<file path="config.mk">
export PLATFORM = sky130hd
export DESIGN_NAME = ir_cmd_decoder
export DESIGN_NICKNAME = d
export VERILOG_FILES = /design/src/rtl/ir_cmd_decoder.sv
export SDC_FILE = /design/constraint.sdc
export NUM_CORES = 1
export LEC_CHECK = 0
export CAP_MARGIN = 30
export CORE_UTILIZATION = 56
export CTS_CLUSTER_SIZE = 24
export DETAILED_ROUTE_END_ITERATION = 10
export GPL_ROUTABILITY_DRIVEN = 0
export PLACE_DENSITY = 0.8
export REMOVE_ABC_BUFFERS = 1
export SYNTH_ARGS = -nofsm -noshare
export SYNTH_HDL_FRONTEND = slang
export SYNTH_SLANG_ARGS = --single-unit
export TNS_END_PERCENT = 1
</file>
<file path="constraint.sdc">
create_clock -name CLOCK_50 -period 2.2 [get_ports CLOCK_50]
set_clock_uncertainty 0.15 [all_clocks]
set_input_delay 0.44 -clock CLOCK_50 [delete_from_list [all_inputs] [get_ports CLOCK_50]]
set_output_delay 0.44 -clock CLOCK_50 [all_outputs]
set_load 0.02 [all_outputs]
</file>
<file path="src/rtl/ir_cmd_decoder.sv">
// rtl/ir_cmd_decoder.sv - NEC IR word stability filter, validator and snake direction committer (optional stats: IR_CMD_STATS_EN)
module ir_cmd_decoder #(
    parameter int          STABLE_CYCLES = 16,
    parameter logic [15:0] NEC_ADDR      = 16'h20DF,
    parameter logic [7:0]  KEY_UP        = 8'h02,
    parameter logic [7:0]  KEY_DOWN      = 8'h82,
    parameter logic [7:0]  KEY_LEFT      = 8'hE0,
    parameter logic [7:0]  KEY_RIGHT     = 8'h60,
    parameter logic [7:0]  KEY_OK        = 8'h22
) (
    input  logic        CLOCK_50,
    input  logic        reset,
    input  logic [31:0] word,
    input  logic        game_tick,
    output logic [1:0]  dir,
    output logic        dir_changed,
    output logic        start_pulse,
    output logic        cmd_valid
`ifdef IR_CMD_STATS_EN
    ,
    output logic [7:0]  reject_count
`endif
);

    localparam logic [7:0] STABLE_MAX = 8'(STABLE_CYCLES);

    localparam logic [1:0] DIR_UP    = 2'b00;
    localparam logic [1:0] DIR_RIGHT = 2'b01;
    localparam logic [1:0] DIR_DOWN  = 2'b10;
    localparam logic [1:0] DIR_LEFT  = 2'b11;

    typedef enum logic [1:0] {
        S_IDLE,
        S_SETTLE,
        S_DECODE
    } state_t;

    state_t      state_q, state_d;
    logic [31:0] w_q, w_d;
    logic [31:0] last_word_q, last_word_d;
    logic [7:0]  cnt_q, cnt_d;
    logic [1:0]  pending_q, pending_d;
    logic [1:0]  dir_q, dir_d;
    logic        dir_changed_q, dir_changed_d;
    logic        start_pulse_q, start_pulse_d;
    logic        cmd_valid_q, cmd_valid_d;
    logic        frame_ok;
    logic [7:0]  cmd_byte;
`ifdef IR_CMD_STATS_EN
    logic [7:0]  reject_q, reject_d;
`endif

    // The latched word is decoded rather than w_q, so a change arriving during
    // DECODE cannot be mixed into the frame that was just qualified as stable.
    assign cmd_byte = last_word_q[15:8];
    assign frame_ok = (last_word_q[31:16] == NEC_ADDR) &&
                      (last_word_q[15:8] == ~last_word_q[7:0]);

    // Next-state: stability counter, settle/decode FSM, pending key and tick-time commit
    always_comb begin
        w_d           = word;
        cnt_d         = cnt_q;
        state_d       = state_q;
        last_word_d   = last_word_q;
        pending_d     = pending_q;
        dir_d         = dir_q;
        dir_changed_d = 1'b0;
        start_pulse_d = 1'b0;
        cmd_valid_d   = 1'b0;
`ifdef IR_CMD_STATS_EN
        reject_d      = reject_q;
`endif

        if (word != w_q) begin
            cnt_d = 8'd0;
        end else if (cnt_q != STABLE_MAX) begin
            cnt_d = cnt_q + 8'd1;
        end

        case (state_q)
            S_IDLE: begin
                if (w_q != last_word_q) begin
                    state_d = S_SETTLE;
                end
            end
            S_SETTLE: begin
                if (cnt_q == STABLE_MAX) begin
                    last_word_d = w_q;
                    state_d     = S_DECODE;
                end
            end
            S_DECODE: begin
                state_d = S_IDLE;
                if (last_word_q == 32'd0) begin
                    // released-key word: nothing to report
                end else if (!frame_ok) begin
`ifdef IR_CMD_STATS_EN
                    if (reject_q != 8'hFF) begin
                        reject_d = reject_q + 8'd1;
                    end
`endif
                end else begin
                    cmd_valid_d = 1'b1;
                    if (cmd_byte == KEY_UP) begin
                        pending_d = DIR_UP;
                    end else if (cmd_byte == KEY_DOWN) begin
                        pending_d = DIR_DOWN;
                    end else if (cmd_byte == KEY_LEFT) begin
                        pending_d = DIR_LEFT;
                    end else if (cmd_byte == KEY_RIGHT) begin
                        pending_d = DIR_RIGHT;
                    end else if (cmd_byte == KEY_OK) begin
                        start_pulse_d = 1'b1;
                    end
                end
            end
            default: state_d = S_IDLE;
        endcase

        // Commit uses the registered pending value, so a key decoded in the
        // same cycle as the tick waits for the next tick.
        if (game_tick && (pending_q != dir_q) && (pending_q != (dir_q ^ 2'b10))) begin
            dir_d         = pending_q;
            dir_changed_d = 1'b1;
        end
    end

    // State registers with synchronous active-high reset
    always_ff @(posedge CLOCK_50) begin
        if (reset) begin
            state_q       <= S_IDLE;
            w_q           <= 32'd0;
            last_word_q   <= 32'd0;
            cnt_q         <= 8'd0;
            pending_q     <= DIR_RIGHT;
            dir_q         <= DIR_RIGHT;
            dir_changed_q <= 1'b0;
            start_pulse_q <= 1'b0;
            cmd_valid_q   <= 1'b0;
`ifdef IR_CMD_STATS_EN
            reject_q      <= 8'd0;
`endif
        end else begin
            state_q       <= state_d;
            w_q           <= w_d;
            last_word_q   <= last_word_d;
            cnt_q         <= cnt_d;
            pending_q     <= pending_d;
            dir_q         <= dir_d;
            dir_changed_q <= dir_changed_d;
            start_pulse_q <= start_pulse_d;
            cmd_valid_q   <= cmd_valid_d;
`ifdef IR_CMD_STATS_EN
            reject_q      <= reject_d;
`endif
        end
    end

    assign dir         = dir_q;
    assign dir_changed = dir_changed_q;
    assign start_pulse = start_pulse_q;
    assign cmd_valid   = cmd_valid_q;
`ifdef IR_CMD_STATS_EN
    assign reject_count = reject_q;
`endif

endmodule

</file>
# == Yosys cells after proc, flatten, opt, wreduce, memory -nomap -nowiden ==
# Cells that the tools add are included.
# Widths: inputs -> output; s select.
# word_totals
out_inout_bits,5
reg_bits,81
word_cells,54
input_bits,35
# op_classes
n_reduce_logical,12
eq_ne,17
addsub,1
bitwise_logic,5
mux,10
# ops
operator,n
$ne 32x32->1,2
$logic_not 32->1,1
$eq 16x14->1 const B,1
$eq 8x8->1 const B,2
$mux 2,6
$add 8x1->8 const B,1
$eq 8x2->1 const B,1
$eq 8x5->1 const B,1
$eq 8x6->1 const B,1
$eq 8x7->1 const B,1
$eq 8x8->1,1
$ne 8x5->1 const B,1
$not 8->8,1
$reduce_or 8->1,1
$ne 2x2->1,2
$ne 2x2->1 const B,2
$not 1->1,4
$pmux 2 s2,1
$reduce_and 2->1,2
$reduce_and 4->1,1
$reduce_bool 4->1,1
$logic_and 1x1->1,3
$mux 1,3
$reduce_or 3->1,1
4 further kinds,4

# == Logic depth before layout (Yosys ltp) ==
# logic_depth
ltp_word,5
ltp_mapped,9
ltp_nobuf,7

# == Least setup slack after synthesis ==
# No wires, ideal clock.
# synth_path
path_kind,register to register
start,reg cnt_q[0]
end,reg last_word_q[0]
period_less_slack_ns,1.841
t_arrival_ns,1.621
setup_time_ns,0.070
slack_ns,0.359
stages_incl_launch_ff,10
path_cell_list,dfxtp_1 inv_1 ha_1 nand4bb_1 nor4_4 and3b_1 buf_2 buf_2 nand2_1 a21oi_1
# synth_via
elab_chain_len,2
# synth_rtl
item,line_no,source
from (decl),41,"logic [7:0] cnt_q, cnt_d;"
from (signal assigned),147,cnt_q <= cnt_d;
$eq 8x5->1,87,if (cnt_q == STABLE_MAX) begin
$reduce_and 2->1 (no line),--,
to (signal assigned),146,last_word_q <= last_word_d;
to (decl),40,"logic [31:0] last_word_q, last_word_d;"
# Every way passes these cells.
# A chain may end at the register's enable or synchronous reset.

# == Worst setup path after layout ==
# layout_path
start,in word[5]
end,reg cnt_q[5]
# layout_via
elab_chain_len,2
# layout_rtl
item,line_no,source
from (decl),13,"input logic [31:0] word,"
$ne 32x32->1,74,if (word != w_q) begin
$reduce_or 2->1 (no line),--,
# Every way passes these cells.

==> impl_metrics.yaml <==
routing:
  drc: 0
  routedWlPerCell_um: 14.4
  ant_nets: 0
  routed_wl_um: 7290
  drt_iter0_drc: 166
  vias: 2710
  viasPerCell: 5.35
  firstDrtPassIters: 4
sta:
  tightest_slew_ps: 442
  finalHoldViolCount: 0
  finalCriticalPeriod_ps: 2060
  fmax_ghz: 0.486
  finalCritPeriodShare_pct: 93.5
  setup_violations: 0
  slew-limit-headroom_pct: 70.3
  finalMaxSlewViolations: 0
  rsz0062_at_grt: "no"
grt:
  grt_max_degree: 41
  grtUsageTotal_pct: 24.3
  grt_pass1_vias: 2526
  grt_pass1_wl_um: 11800
  grt_overflow: 0
  grt_antenna_before_repair: 0
die:
  die_w_um: 81.4
  die_h_um: 81.4
  fp.dieArea_um2: 6620
  placementRows: 28
  initial_utilization_pct: 58.9
  ioPinCount: 40
  coreArea_um2: 5990
critical_path:
  endpoint: "cnt_q[5]$_SDFFE_PP0N_"
  crit_fanout: 7
  r2r_cells: 4
  crit_start: "word[5]"
  cp-end-kind: "register"
  reg2reg_slack_ps: 210
  worstPathRequired_ps: 2320
  timing.rr.end: "start_pulse$_SDFF_PP0_"
  criticalPathCategory: "input pin to register"
  cp-start-kind: "input pin"
  r2r-start: "last_word_q[30]$_SDFFE_PP0P_"
  critical_path_arrival_ps: 2180
synthesis:
  avgSynthCellArea_um2: 9.14
  ys_seq_area_share_pct: 46.0
  yosysWarnings: 0
  synth_cell_types: 33
  ys_ff_latch: 81
  syn_area_um2: 3530
  syn_inst: 386
finish:
  filler_cell_count: 495
  multi_input_area_um2: 1840
  utilization_pct: 69.7
  antenna_cells: 0
  drive_above_1_share_pct: 6.71
  nets: 467
  area_delta_synth_final_pct: 18.3
  regArea_um2: 1620
  final_cells: 507
clock_network:
  clk_pin_slew_ps: 70
  cts_hold_buf: 0
  root_buffer: "clkbuf_8"
  cts_tree: "done"
  htree_levels: 3
  clock_path_buffers: 2
  cts_made_buffers: 9
  clock_sinks: 81
  clk_latency_ps: 350
power_and_ir_drop:
  power.density_nw_per_um2: 637
  p_leak_nw: 1.57
  ir_worst_vdd_mv: 0.408
job:
  drv_cap: 0
run_status:
  status: "finished, final reports clean"
hold_path:
  hold_class: "input pin to register"
placement:
  dp.cells: 494
  dp_hpwl_um: 5300
  portBuffers: 39
[synth_stat cells]
cell	count	area share, %
nand3b_1	2	0.43
nor4_2	1	0.35
or3_1	1	0.18
and3_1	2	0.35
inv_1	2	0.21
or4b_2	1	0.28
clkbuf_1	12	1.3
mux2i_1	4	1.1
and3b_1	1	0.25
nor3_1	5	0.71
nor4_4	1	0.60
a211o_1	1	0.25
ha_1	2	0.71
nand4bb_1	1	0.32
nor4_1	9	1.6
nand3_1	8	1.1
nand4b_1	1	0.25
nor4b_2	1	0.43
a21oi_1	33	4.7
or4b_4	1	0.39
nor3b_1	1	0.21
nor2_1	14	1.5
nand2_1	66	7.0
or4b_1	1	0.28
nand2b_1	2	0.35
a2111oi_0	1	0.25
xnor2_1	38	9.4
or4_4	1	0.32
dfxtp_1	81	46
nor2b_1	33	5.9
xor2_1	42	10
nand4_1	13	2.3
buf_2	4	0.57
[worst max-delay path: stages]
cell and delay (ps):
clkdlybuf4s50_1 480, xnor2_1 130, nand4_1 230, nor4_2 330, buf_4 160, nand4_1 70, buf_4 180, nor3_1 160
[cell type report]
class	count	area share (%)
inverters	2	0.180
flip-flops and latches	81	38.8
clock inverters	1	0.120
well taps	75	2.25
multi-input cells	287	44.1
clock buffers	12	3.48
repair buffers	49	11.0
[logic make-up after synthesis]
group	after synthesis	share of synthesized area, %
AND/OR/NAND/NOR	166	25.1
flip-flops	81	46.0
XOR/XNOR	80	19.9
AO/OA/AOI/OAI	35	5.18
buffers and inverters	18	2.06
multiplexers	4	1.13
adder cells (fa/ha/maj)	2	0.709
[report_power, final]
part / leakage, nW / switching [mW] / internal [mW]
Combinational: 0.828 / 0.0895 / 0.131
Sequential: 0.662 / 0.0402 / 1.50
Clock: 0.0782 / 0.479 / 0.421
Total: 1.57 / 0.609 / 2.05
[layout by cell type, fill, tap and decap left out, drive strengths merged, types with 3 or more instances in the layout]
master	Yosys	final
a21oi	33	33
buf	4	11
clkbuf	12	12
clkdlybuf4s50	0	38
dfxtp	81	81
mux2i	4	4
nand2	66	66
nand3	8	8
nand4	13	13
nor2	14	14
nor2b	33	33
nor3	5	5
nor4	11	11
or4b	3	3
xnor2	38	38
xor2	42	42
[worst min path at each step]
| stage | start | end | slack, ps | depth (start not counted) |
|---|---|---|---|---|
| finish | reset | start_pulse$_SDFF_PP0_ | 300 | 3 |
| global route | reset | start_pulse$_SDFF_PP0_ | 320 | 3 |
| CTS | reset | start_pulse$_SDFF_PP0_ | 300 | 3 |
| detailed placement | state_q[1]$_SDFFE_PP0P_ | state_q[0]$_SDFFE_PP0P_ | 300 | 1 |
| global placement | state_q[1]$_SDFFE_PP0P_ | state_q[0]$_SDFFE_PP0P_ | 290 | 1 |
| floorplan | state_q[1]$_SDFFE_PP0P_ | state_q[0]$_SDFFE_PP0P_ | 270 | 1 |
[layer usage]
metal | track usage [%] | routed length [um] | vias to the layer above
li1 | - | - | 1373
met1 | 31.2 | 3430 | 1248
met2 | 38.1 | 3240 | 71
met3 | 5.62 | 448 | 18
met4 | 12.1 | 172 | 0
met5 | 0 | 0 | -
[stage by stage]
stage	area (um2)	TNS (ps)	setup slack (ps)	hold WS, ps	total power, mW
3_3_place_gp	4020	-795	-158	290	1.79
5_1_grt	4170	0	22.9	316	2.76
2_1_floorplan	3460	0	18.4	268	1.67
4_1_cts	4170	0	150	295	2.67
3_5_place_dp	4020	-1050	-213	304	1.79
6_report	4170	0	144	304	2.66
[state kept, by name, summed over array words and instances (netlist names)]
signal,flops
start_pulse,1
last_word_q,32
dir,2
state_q,2
w_q,32
dir_changed,1
pending_q,2
cmd_valid,1
cnt_q,8
[timing repair]
| action | 4_1_cts | 5_1_grt |
|---|---|---|
| setup endpoints to repair | 0 | 1 |
| buffers inserted | 0 | 0 |
| endpoints found under the hold margin | 0 | 0 |
| gates resized for setup | 0 | 1 |
No activity file was read; power rests on OpenSTA's default activity.
